`config.mk`:
```
export PLATFORM = sky130hd
export DESIGN_NAME = int_gen
export DESIGN_NICKNAME = d
export VERILOG_FILES = /design/src/rtl/int_gen.sv
export SDC_FILE = /design/constraint.sdc
export NUM_CORES = 1
export LEC_CHECK = 0
export CORE_ASPECT_RATIO = 0.6
export CORE_MARGIN = 3
export CORE_UTILIZATION = 65
export DETAILED_ROUTE_END_ITERATION = 16
export DONT_BUFFER_PORTS = 1
export PLACE_DENSITY = 0.81
export SLEW_MARGIN = 20
export SYNTH_ARGS = -nofsm -noshare
export SYNTH_HDL_FRONTEND = slang
export SYNTH_SLANG_ARGS = --single-unit
export TNS_END_PERCENT = 20
```
`constraint.sdc`:
```
create_clock -name clk -period 5.77 [get_ports clk]
set_input_delay 1.731 -clock clk [delete_from_list [all_inputs] [get_ports clk]]
set_output_delay 1.731 -clock clk [all_outputs]
set_load 0.05 [all_outputs]
```
`src/rtl/int_gen.sv`:
```
// int_gen: memory-mapped periodic interrupt generator with ack and miss counting
module int_gen #(
    parameter logic [31:0] BASE = 32'h0000_7F20
) (
    input  logic        clk,
    input  logic        reset,
    input  logic [29:0] addr,
    input  logic [3:0]  byteen,
    input  logic [31:0] wdata,
    output logic [31:0] rdata,
    output logic        irq
);
    typedef enum logic {IDLE, RUN} state_t;
    state_t      state_q, state_d;
    logic [31:0] period_q, period_d, count_q, count_d, merged;
    logic [7:0]  miss_q, miss_d;
    logic        en_q, en_d, pend_q, pend_d;
    logic        hit, wr, wr_ack, wr_per, wr_sts, expire;
    always_comb begin
        hit    = addr[29:2] == BASE[31:4];
        wr     = hit && |byteen;
        wr_ack = wr && addr[1:0] == 2'd0;
        wr_per = wr && addr[1:0] == 2'd1;
        wr_sts = wr && addr[1:0] == 2'd3;
        merged = period_q;
        for (int i = 0; i < 4; i++)
            merged[8*i +: 8] = byteen[i] ? wdata[8*i +: 8] : period_q[8*i +: 8];
        // a PERIOD write suppresses this cycle's expiry as well as the decrement
        expire   = state_q == RUN && count_q == 32'd1 && !wr_per;
        period_d = wr_per ? merged : period_q;
        count_d  = wr_per ? merged :
                   expire ? period_q :
                   (state_q == RUN && count_q > 32'd1) ? count_q - 32'd1 : count_q;
        en_d     = (wr_sts && byteen[0]) ? wdata[1] : en_q;
        pend_d   = expire | (pend_q & ~wr_ack);
        miss_d   = (wr_sts && byteen[1]) ? 8'd0 :
                   (expire && pend_q && !wr_ack && miss_q != 8'hFF) ? miss_q + 8'd1 : miss_q;
        state_d  = (en_d && period_d != 32'd0) ? RUN : IDLE;
        rdata    = !hit ? 32'd0 :
                   addr[1:0] == 2'd0 ? {31'd0, pend_q} :
                   addr[1:0] == 2'd1 ? period_q :
                   addr[1:0] == 2'd2 ? count_q :
                   {16'd0, miss_q, 6'd0, en_q, pend_q};
    end
    always_ff @(posedge clk or negedge reset) begin
        if (!reset) begin
            state_q  <= IDLE;
            period_q <= 32'd0;
            count_q  <= 32'd0;
            miss_q   <= 8'd0;
            en_q     <= 1'b0;
            pend_q   <= 1'b0;
        end else begin
            state_q  <= state_d;
            period_q <= period_d;
            count_q  <= count_d;
            miss_q   <= miss_d;
            en_q     <= en_d;
            pend_q   <= pend_d;
        end
    end
    assign irq = pend_q;
endmodule

```
==> impl_results.md, run 1 <==
* Footprint of the multi-input gates at 2770 um2
* Overflow after GRT at 0
* Routed wire per std cell at 21.2 um
* Horizontal extent of the die at 117 um
* Relative slew slack at 0.419
* Launch point of the worst path: addr[15]
* H-tree lvl count at 3
* Part of the total power dissipated in combinational logic at 0.017
* FF+latch count, synth at 75
* Number of buffers added on ports at 0
* Final RePlAce weighted congestion at 0.913
* Internal Power at 0.000844 W
* Top library cells by usage in the layout, fill and taps aside: 82 x sky130_fd_sc_hd__nor2_1, 78 x sky130_fd_sc_hd__nand2_1, 75 x sky130_fd_sc_hd__dfrtp_1
* Clock transition at path regs at 0.06 ns
* Number of different library cells in the post-synthesis netlist at 58
* Startpoint type of the worst setup path: primary input
* # IOs at 101
* Resized cells post-CTS at 0
* Switch Pwr at 0.000232 W
* Place WS at 0.650 ns
* Final routed wirelength across all metal layers at 15.2 mm
* Warnings from Yosys at 0
* Most frequent standard cell in the layout excluding fill and tap cells: sky130_fd_sc_hd__nor2_1
* Total nets after synthesis at 669
* Area of the mapped netlist at 4830 um2
* Area used by sequential logic in the layout at 1880 um2
* Number of buffers inserted by post-CTS setup repair at 0
* Area after DPL at 5120 um2
* Number of enable flip-flop cells after synthesis at 0
* FILL cells at 517
* Worst reg2reg startpoint: count_q[7]
* Length in cells of the worst reg-to-reg path at 7
* Fraction of power spent switching nets at 0.215
* Global Route Usage Sum at 0.369
* Vias in the first global route at 4713
* Register share of total power at 0.489
* Setup TNS at 0 ns
* Initial DRC count at 820
* Count of inserted antenna diode cells at 0
* CTS tree: yes
* Clock root cell: sky130_fd_sc_hd__clkbuf_16
* Critical Path Sink: rdata[20]
* Antenna violations before repair at 0
* Pin count of the biggest net entering global routing at 76
* Die area at 8530 um2
* Reg2Reg Setup Slack at 2.24 ns
* Setup Crit Path Kind: in -> out
* Final Critical Period at 5.15 ns
* Critical path endpoint category: primary output
* Hold_buf cts at 0
* CP Max Fanout at 18
* Area of the core at 6940 um2
* Clock tree sinks at 75
* Total number of placement rows at 23
* Fraction of layout cells with a size suffix above 1 at 0.134
* Number of search-and-repair iterations in the first detailed-routing pass at 7
* Relative contribution of the clock network to total power at 0.494
* DRC errors left at 0
* Final Setup Violations at 0
* Commonest register cell after synthesis: sky130_fd_sc_hd__dfrtp_1
* Max-Cap Viols at 0
* Per-instance average area after synthesis at 8.07 um2
* Endpoint of the lowest-slack register-to-register path: count_q[30]
* Fin worst setup slack at 0.623 ns
* Routed via count at 5102
* Final period util at 0.892
* Clock latency of the later-clocked register in the worst-skew pair at 0.33 ns
* Required time of the critical path at 4.04 ns
* Run status: complete, no violations
* Number of antenna-violating nets in the routed design at 0
* Area growth from synthesis to layout at 12.0%
* Async set-or-reset flop fraction in the synthesized netlist at 1.00
* Final total power at 0.00108 W
* Number of cells produced by synthesis at 598
* Final count of hold timing violations at 0
* Arrival time worst endpoint at 3.42 ns
* Buffers from clock root to sink, at most at 2
* Initial standard-cell utilization of the core at 0.696
* Hold WC Path Type: reg -> reg
* Fin. max-slew vios at 0
* Static Leak at 2.36 nW
* DIE HEIGHT at 72.7 um
* Max Clock Freq at 0.194 GHz
* Worst setup skew after layout at 0.00467 ns
* Post-detailed-route via-to-cell ratio at 7.10
* Fin nets at 685
* Worst hold margin at 0.529 ns
* Wire length of the first global-routing pass at 24.3 mm
* Transition time of the tightest slew-check pin at 0.864 ns
* Total CTS buffers at 9
* Summed area of non-filler cells in the final layout at 5400 um2
* Peak ir drop on the vdd network at 0.166 mV
* Areal power density over the cells at 199 nW/um2
* Half-perimeter wire length after detailed placement at 10.7 mm
* Unrepaired setup endpoints after global routing: no
* Sequential area share after synthesis at 0.389
## through the flow
stage	utilization	instances
3_3_place_gp	0.739	703
3_5_place_dp	0.739	703
5_1_grt	0.779	719
2_1_floorplan	-	598
4_1_cts	0.779	719
6_report	0.779	719
## cell usage after synthesis, types with 3 or more instances
master,number,area (um2)
sky130_fd_sc_hd__a21oi_1,30,150
sky130_fd_sc_hd__a221o_1,3,30.0
sky130_fd_sc_hd__a221oi_1,6,52.6
sky130_fd_sc_hd__a222oi_1,6,60.1
sky130_fd_sc_hd__a22oi_1,35,263
sky130_fd_sc_hd__and3_1,3,18.8
sky130_fd_sc_hd__and4_1,4,35.0
sky130_fd_sc_hd__buf_1,3,11.3
sky130_fd_sc_hd__clkbuf_1,31,116
sky130_fd_sc_hd__dfrtp_1,75,1880
sky130_fd_sc_hd__ha_1,3,37.5
sky130_fd_sc_hd__inv_1,13,48.8
sky130_fd_sc_hd__mux2_2,18,203
sky130_fd_sc_hd__mux2i_1,7,70.1
sky130_fd_sc_hd__nand2_1,78,293
sky130_fd_sc_hd__nand2b_1,7,43.8
sky130_fd_sc_hd__nand3_1,14,70.1
sky130_fd_sc_hd__nand3b_1,3,22.5
sky130_fd_sc_hd__nand4_1,10,62.6
sky130_fd_sc_hd__nor2_1,82,308
sky130_fd_sc_hd__nor2b_1,8,50.1
sky130_fd_sc_hd__nor3_1,24,120
sky130_fd_sc_hd__nor4_1,11,68.8
sky130_fd_sc_hd__o21ai_0,61,305
sky130_fd_sc_hd__o31ai_1,5,37.5
sky130_fd_sc_hd__or3_1,5,31.3
sky130_fd_sc_hd__or4_1,7,52.6
sky130_fd_sc_hd__xnor2_1,4,35.0
## cell type report
class / count / share of cell area
tap: 100 / 0.0232
clock inverter: 5 / 0.00509
clock buffer: 11 / 0.0468
multi-input combinational: 475 / 0.513
sequential: 75 / 0.347
inverter: 13 / 0.00903
timing repair buffer: 40 / 0.0556
## how the worst min path moves through the flow
stage | start | to | slack [ns] | cells past startpoint
floorplan | period_q[0] | period_q[0] | 0.48 | 2
global placement | period_q[31] | period_q[31] | 0.51 | 2
detailed placement | period_q[21] | period_q[21] | 0.51 | 2
CTS | period_q[21] | period_q[21] | 0.53 | 2
global route | period_q[21] | period_q[21] | 0.56 | 2
finish | period_q[21] | period_q[21] | 0.53 | 2
## flip-flops by register name, summed over array words and instances (netlist names)
signal and flops:
count_q 32, en_q 1, irq 1, miss_q 8
period_q 32, state_q 1
## power by group through the flow
stage / Clock (W) / Combinational, W / Sequential, W
floorplan: 0 / 0.0000174 / 0.000536
global placement: 0 / 0.0000176 / 0.000536
detailed placement: 0 / 0.0000182 / 0.000536
CTS: 0.000531 / 0.0000182 / 0.000526
global route: 0.000561 / 0.0000201 / 0.000526
finish: 0.000531 / 0.0000187 / 0.000526
## layer usage
metal,GRT usage,up-vias,share of wire
li1,-,2231,-
met4,0.101,0,0.020
met2,0.524,400,0.43
met1,0.539,2418,0.40
met5,0,-,0
met3,0.128,53,0.14
## cells by family (layout without fill, tap and decap cells)
family,count (synthesis),count (layout),share of synthesized area
DFF,75,75,0.389
buffers and inverters,48,69,0.0376
AOI/OAI and AO/OA,165,165,0.216
xor gates and xnor gates,6,6,0.0109
adders and majority gates,3,3,0.00778
muxes,26,26,0.0589
and+or+nand+nor,275,275,0.280
## worst max-delay path, cell delays in order
cell and delay [ns]:
sky130_fd_sc_hd__or4_4 0.54, sky130_fd_sc_hd__nor3_4 0.37, sky130_fd_sc_hd__nand2_1 0.12, sky130_fd_sc_hd__buf_4 0.24
sky130_fd_sc_hd__nor2_1 0.18, sky130_fd_sc_hd__buf_4 0.23
(Power assumes the default switching activity.)
==> run 2: changes to the inputs <==
Settings changed: SLEW_MARGIN 20 to not set, TNS_END_PERCENT 20 to 5.
==> results of run 2 <==
The final DEF is identical to that of run 1; final timing and power are the same.
